$ cat src/rtl/cpu_trace_emitter.sv
// Serializes one CPU write-back event into an ASCII trace frame, one character per handshake.
// Optional build macro TRACE_EMITTER_NEWLINE_EN appends 8'h0A after the closing '#'.
module cpu_trace_emitter (
  input  logic        clk,
  input  logic        reset,
  input  logic        req_valid,
  output logic        req_ready,
  input  logic        req_kind,
  input  logic [15:0] req_time,
  input  logic [31:0] req_pc,
  input  logic [4:0]  req_grf,
  input  logic [31:0] req_addr,
  input  logic [31:0] req_data,
  output logic [7:0]  char,
  output logic        char_valid,
  input  logic        char_ready,
  output logic        frame_done,
  output logic [1:0]  fsm_state
);

  // Handshakes: an event is taken on a rising edge with req_valid && req_ready, and a
  // character moves on a rising edge with char_valid && char_ready; char is held otherwise.
  typedef enum logic [1:0] {IDLE = 2'd0, CONV = 2'd1, EMIT = 2'd2} state_t;

`ifdef TRACE_EMITTER_NEWLINE_EN
  localparam logic [5:0] LAST_SLOT = 6'd38;
`else
  localparam logic [5:0] LAST_SLOT = 6'd37;
`endif

  state_t      state;
  logic [3:0]  conv_cnt;
  logic [5:0]  slot;
  logic [15:0] bcd;
  logic [13:0] bin;
  logic        kind_q;
  logic [31:0] pc_q;
  logic [4:0]  grf_q;
  logic [31:0] addr_q;
  logic [31:0] data_q;

  logic [15:0] bcd_adj;
  logic [1:0]  grf_tens;
  logic [3:0]  grf_ones;
  logic [5:0]  next_slot;
  logic [7:0]  next_char;

  assign fsm_state = state;

  function automatic logic [7:0] hex_char(input logic [3:0] n);
    return (n < 4'd10) ? (8'h30 + {4'h0, n}) : (8'h57 + {4'h0, n});
  endfunction

  always_comb begin
    bcd_adj = bcd;
    for (int i = 0; i < 4; i++) begin
      if (bcd[4*i +: 4] >= 4'd5) bcd_adj[4*i +: 4] = bcd[4*i +: 4] + 4'd3;
    end
  end

  always_comb begin
    grf_tens = 2'd0;
    grf_ones = grf_q[3:0];
    if (grf_q >= 5'd30) begin
      grf_tens = 2'd3;
      grf_ones = 4'(grf_q - 5'd30);
    end else if (grf_q >= 5'd20) begin
      grf_tens = 2'd2;
      grf_ones = 4'(grf_q - 5'd20);
    end else if (grf_q >= 5'd10) begin
      grf_tens = 2'd1;
      grf_ones = 4'(grf_q - 5'd10);
    end
  end

  // Slots form a fixed layout; insignificant time/grf digit slots are jumped over.
  always_comb begin
    next_slot = slot + 6'd1;
    case (slot)
      6'd0: begin
        if (bcd[15:12] != 4'd0)     next_slot = 6'd1;
        else if (bcd[11:8] != 4'd0) next_slot = 6'd2;
        else if (bcd[7:4] != 4'd0)  next_slot = 6'd3;
        else                        next_slot = 6'd4;
      end
      6'd16: next_slot = (kind_q || grf_tens != 2'd0) ? 6'd17 : 6'd18;
      6'd18: if (!kind_q) next_slot = 6'd25;
      default: ;
    endcase
  end

  always_comb begin
    next_char = 8'h00;
    case (next_slot) inside
      6'd0:            next_char = "^";
      [6'd1:6'd4]:     next_char = 8'h30 + {4'h0, 4'(bcd >> {6'd4 - next_slot, 2'b00})};
      6'd5:            next_char = "@";
      [6'd6:6'd13]:    next_char = hex_char(4'(pc_q >> {6'd13 - next_slot, 2'b00}));
      6'd14:           next_char = ":";
      6'd15:           next_char = " ";
      6'd16:           next_char = kind_q ? "*" : "$";
      [6'd17:6'd24]: begin
        if (kind_q)              next_char = hex_char(4'(addr_q >> {6'd24 - next_slot, 2'b00}));
        else if (next_slot == 6'd17) next_char = 8'h30 + {6'h00, grf_tens};
        else                     next_char = 8'h30 + {4'h0, grf_ones};
      end
      6'd25:           next_char = " ";
      6'd26:           next_char = "<";
      6'd27:           next_char = "=";
      6'd28:           next_char = " ";
      [6'd29:6'd36]:   next_char = hex_char(4'(data_q >> {6'd36 - next_slot, 2'b00}));
      6'd37:           next_char = "#";
      6'd38:           next_char = 8'h0A;
      default:         next_char = 8'h00;
    endcase
  end

  always_ff @(posedge clk) begin
    if (reset) begin
      state      <= IDLE;
      req_ready  <= 1'b1;
      char_valid <= 1'b0;
      char       <= 8'h00;
      frame_done <= 1'b0;
      conv_cnt   <= 4'd0;
      slot       <= 6'd0;
      bcd        <= 16'd0;
      bin        <= 14'd0;
      kind_q     <= 1'b0;
      pc_q       <= 32'd0;
      grf_q      <= 5'd0;
      addr_q     <= 32'd0;
      data_q     <= 32'd0;
    end else begin
      frame_done <= 1'b0;
      case (state)
        IDLE: begin
          if (req_valid) begin
            kind_q    <= req_kind;
            pc_q      <= req_pc;
            grf_q     <= req_grf;
            addr_q    <= req_addr;
            data_q    <= req_data;
            bin       <= 14'((req_time > 16'd9999) ? 16'd9999 : req_time);
            bcd       <= 16'd0;
            conv_cnt  <= 4'd0;
            req_ready <= 1'b0;
            state     <= CONV;
          end
        end
        CONV: begin
          bcd      <= {bcd_adj[14:0], bin[13]};
          bin      <= {bin[12:0], 1'b0};
          conv_cnt <= conv_cnt + 4'd1;
          if (conv_cnt == 4'd13) begin
            conv_cnt   <= 4'd0;
            slot       <= 6'd0;
            char       <= "^";
            char_valid <= 1'b1;
            state      <= EMIT;
          end
        end
        EMIT: begin
          if (char_ready) begin
            if (slot == LAST_SLOT) begin
              slot       <= 6'd0;
              char       <= 8'h00;
              char_valid <= 1'b0;
              req_ready  <= 1'b1;
              frame_done <= 1'b1;
              state      <= IDLE;
            end else begin
              slot <= next_slot;
              char <= next_char;
            end
          end
        end
        default: state <= IDLE;
      endcase
    end
  end

endmodule

$ cat config.mk
export PLATFORM = sky130hd
export DESIGN_NAME = cpu_trace_emitter
export DESIGN_NICKNAME = d
export VERILOG_FILES = /design/src/rtl/cpu_trace_emitter.sv
export SDC_FILE = /design/constraint.sdc
export NUM_CORES = 1
export LEC_CHECK = 0
export CAP_MARGIN = 5
export CORE_AREA = 5 5 195 197
export DETAILED_ROUTE_END_ITERATION = 10
export DIE_AREA = 0 0 200 202
export PLACE_DENSITY = 0.44
export SETUP_SLACK_MARGIN = 0.4
export SLEW_MARGIN = 20
export SYNTH_ARGS = -nofsm -noshare
export SYNTH_HDL_FRONTEND = slang
export SYNTH_SLANG_ARGS = --single-unit
$ cat constraint.sdc
create_clock -name clk -period 7.1 [get_ports clk]
set_clock_uncertainty 0.1 [all_clocks]
set_input_delay 1.42 -clock clk [delete_from_list [all_inputs] [get_ports clk]]
set_output_delay 1.42 -clock clk [all_outputs]
set_load 0.05 [all_outputs]
==> flow_summary.json <==
{
  "post_synth_and_or_nand_nor_area_fraction_pct": 24.4,
  "io_pins": 135,
  "portBuffers": 133,
  "synth_top_family_by_area": "simple AND/OR/NAND/NOR gates",
  "drv_slew": 0,
  "outcome": "finished, final reports clean",
  "num_vias": 8478,
  "cts_setup_buffers": 0,
  "die_x_um": 200,
  "syn_nets": 1290,
  "r2r-start": "slot[0]",
  "hold_end": "pc_q[14]",
  "synthAdderAreaFrac_pct": 4.63,
  "core_region_area_mm2": 0.0361,
  "grt_use_total_pct": 15.1,
  "synth_top_area_cell": "dfxtp_1",
  "switching_power_uw": 573,
  "cts_hold_buffers": 0,
  "hold_viol_final": 0,
  "drc": 0,
  "synth_area_mm2": 0.00887,
  "drt_iter0_drc": 528,
  "setup_viol": 0,
  "hold_depth": 2,
  "layout_common_cells": "nand2_1, a21oi_1, dfxtp_1, clkdlybuf4s50_1, nor2_1",
  "start_util_pct": 24.6,
  "utilization_pct": 31.0,
  "grt_max_degree": 84,
  "htreeDepth": 4,
  "regToRegEndpoint": "char[1]",
  "crit_chain": "inv_1 > ha_1 > or4b_1 > o32ai_1 > o21a_1 > inv_4 > ha_1 > inv_1 > a21oi_1 > a22o_1 > nor2_2 > mux2i_1 > mux4_2 > or2_2 > ha_1 > inv_1 > a311o_1 > a221oi_1 > nor3_1",
  "crit_path_start_kind": "flip-flop",
  "slew_headroom_pct": 35.2,
  "cap_violations": 0,
  "area_growth_pct": 26.2,
  "final_nets": 1381,
  "max_freq_mhz": 178,
  "synth-main-ff-cell": "dfxtp_1",
  "r2r_cells": 19,
  "critical_path_class": "reg2reg",
  "gp_congestion": 0.974,
  "arrival_ns": 5.82,
  "antenna_found_initial": 0,
  "row_count": 70,
  "grt_pass1_vias": 8628,
  "place_area_mm2": 0.0106,
  "cts_made_buffers": 17,
  "p_leak_nw": 3.84,
  "antenna_left": 0,
  "finalCritPeriodShare_pct": 79.1,
  "seq_power_share_pct": 43.2,
  "synth-edff-count": 0,
  "syn-instance-count": 1136,
  "final_cell_area_mm2": 0.0112,
  "final_common_cell": "nand2_1",
  "worst_pin_slew_ns": 0.972,
  "post_cts_resized": 0,
  "cts.clk_slew.worst_paths_ns": 0.07,
  "clock_sinks": 154,
  "diodes": 0,
  "endpoint_kind": "flip-flop",
  "yosys_warnings": 0,
  "cpMaxStageDelayCell": "mux4_2",
  "drive_gt1_share_pct": 8.15,
  "grt_pass1_wl_um": 48700,
  "dp_hpwl_um": 22500,
  "finalSetupTns_ns": 0,
  "cp.required_ns": 7.30,
  "wirelength_um": 30700,
  "hold_ws_ns": 0.353,
  "die_area_mm2": 0.0404,
  "rsz0062_at_grt": "no",
  "insertion_delay_ns": 0.43,
  "ir_drop_uv": 148,
  "avgSynthCellArea_um2": 7.81,
  "synth_top_cells_by_area": "dfxtp_1, nand2_1, a21oi_1",
  "swShare_pct": 26.4,
  "p_comb_share_pct": 11.1,
  "synth_xor_area_share_pct": 1.47,
  "clockRootBuffer": "clkbuf_16",
  "p_clk_share_pct": 45.7,
  "p_int_mw": 1.60,
  "synth_seq_cells": 154,
  "worstHoldStart": "pc_q[14]",
  "hold_path_class": "reg2reg",
  "avgRoutedWirePerCell_um": 18.0,
  "synth-compound-area-share_pct": 21.7,
  "overflow": 0,
  "synth_top_area_share_pct": 34.8,
  "ys_types": 88,
  "worstPathMaxFanout": 17,
  "viasPerCell": 4.96,
  "fin_crit_ns": 5.62,
  "firstDrtPassIters": 5,
  "yosysSeqAreaShare_pct": 34.8,
  "cts_tree": "done",
  "r2r_slack_ns": 1.48,
  "synth.area.mux_share_pct": 8.11,
  "power_density_mw_per_mm2": 194,
  "clk_path_buf_depth": 2,
  "critPathMaxStageDelay_ns": 0.54,
  "die_h_um": 202,
  "async_flop_share_pct": 0
}
==> per-stage QoR <==
step / power [mW] / setup slack (ns) / std cells
2_1_floorplan: 1.08 / 1.99 / 1136
3_3_place_gp: 1.20 / 1.69 / 1676
3_5_place_dp: 1.20 / 1.54 / 1676
4_1_cts: 2.20 / 1.51 / 1708
5_1_grt: 2.26 / 1.08 / 1708
6_report: 2.17 / 1.48 / 1708
==> state kept, by name, summed over array words and instances (netlist names) <==
name	flops
conv_cnt	4
req_ready	1
data_q	32
slot	6
addr_q	32
bin	14
kind_q	1
fsm_state	2
char_valid	1
frame_done	1
grf_q	5
pc_q	32
char	7
bcd	16
==> logic make-up (layout without fill, tap and decap cells) <==
group,after synthesis,after routing
other,1,1
muxes,41,41
adders and majority gates,33,33
xor gates and xnor gates,14,14
DFF,154,154
and+or+nand+nor,480,480
buffers and inverters,105,209
AOI/OAI and AO/OA,308,308
==> synth_stat cells, types with 5 or more instances <==
cell type  count
a22oi_1        8
o21ai_0       34
clkbuf_1      60
dfxtp_1      154
nor3_1        22
and2_1         5
o31ai_1        5
nor3b_1        9
a21oi_1      158
nand4_1        9
mux2i_1       12
and4_1         5
nor4_1         8
xnor2_1       10
o211ai_1       7
a311oi_1       8
a31oi_1       13
a211oi_1      11
or3_1          7
inv_1         29
nand2_1      282
nand3_1       30
a21boi_0       6
nor2_1        65
ha_1          32
a2111oi_0      7
mux4_2        24
==> how the worst max path moves through the flow <==
stage / start / to / slack (ns) / cells past startpoint
final: slot[0] / char[1] / 1.48 / 19
after global routing: slot[0] / char[1] / 1.08 / 19
after CTS: grf_q[2] / char[1] / 1.51 / 20
after detailed placement: grf_q[2] / char[1] / 1.54 / 20
after global placement: grf_q[2] / char[1] / 1.69 / 20
after floorplan: slot[0] / char[1] / 1.99 / 23
==> critical path, delay by kind of cell (launching register included) <==
family / cells / cell delay [ns]
AO/OA/AOI/OAI: 6 / 1.60
AND/OR/NAND/NOR: 4 / 1.34
adder cells (fa/ha/maj): 3 / 0.84
multiplexers: 2 / 0.69
buffers and inverters: 4 / 0.51
flip-flops: 1 / 0.40
==> per-layer routing <==
layer | routed length (um) | track usage (%)
met3 | 1020 | 2.22
met1 | 14000 | 20.2
met4 | 743 | 4.63
met2 | 14900 | 25.1
met5 | 0 | 0
==> final cells by class <==
type,instances,area (um^2)
Fill cell,3918,24900
Multi-Input combinational cell,877,5360
Sequential cell,154,3080
Timing Repair Buffer,145,1420
Tap cell,468,586
Clock buffer,19,443
Clock inverter,13,183
Inverter,32,123
==> power groups by stage <==
stage / Combinational [mW] / Sequential [mW] / Clock [mW]
5_1_grt: 0.268 / 0.941 / 1.05
2_1_floorplan: 0.131 / 0.946 / 0
3_3_place_gp: 0.243 / 0.956 / 0
3_5_place_dp: 0.245 / 0.956 / 0
4_1_cts: 0.246 / 0.937 / 1.02
6_report: 0.241 / 0.936 / 0.991
Note: power is estimated with default switching activity, not from simulation.
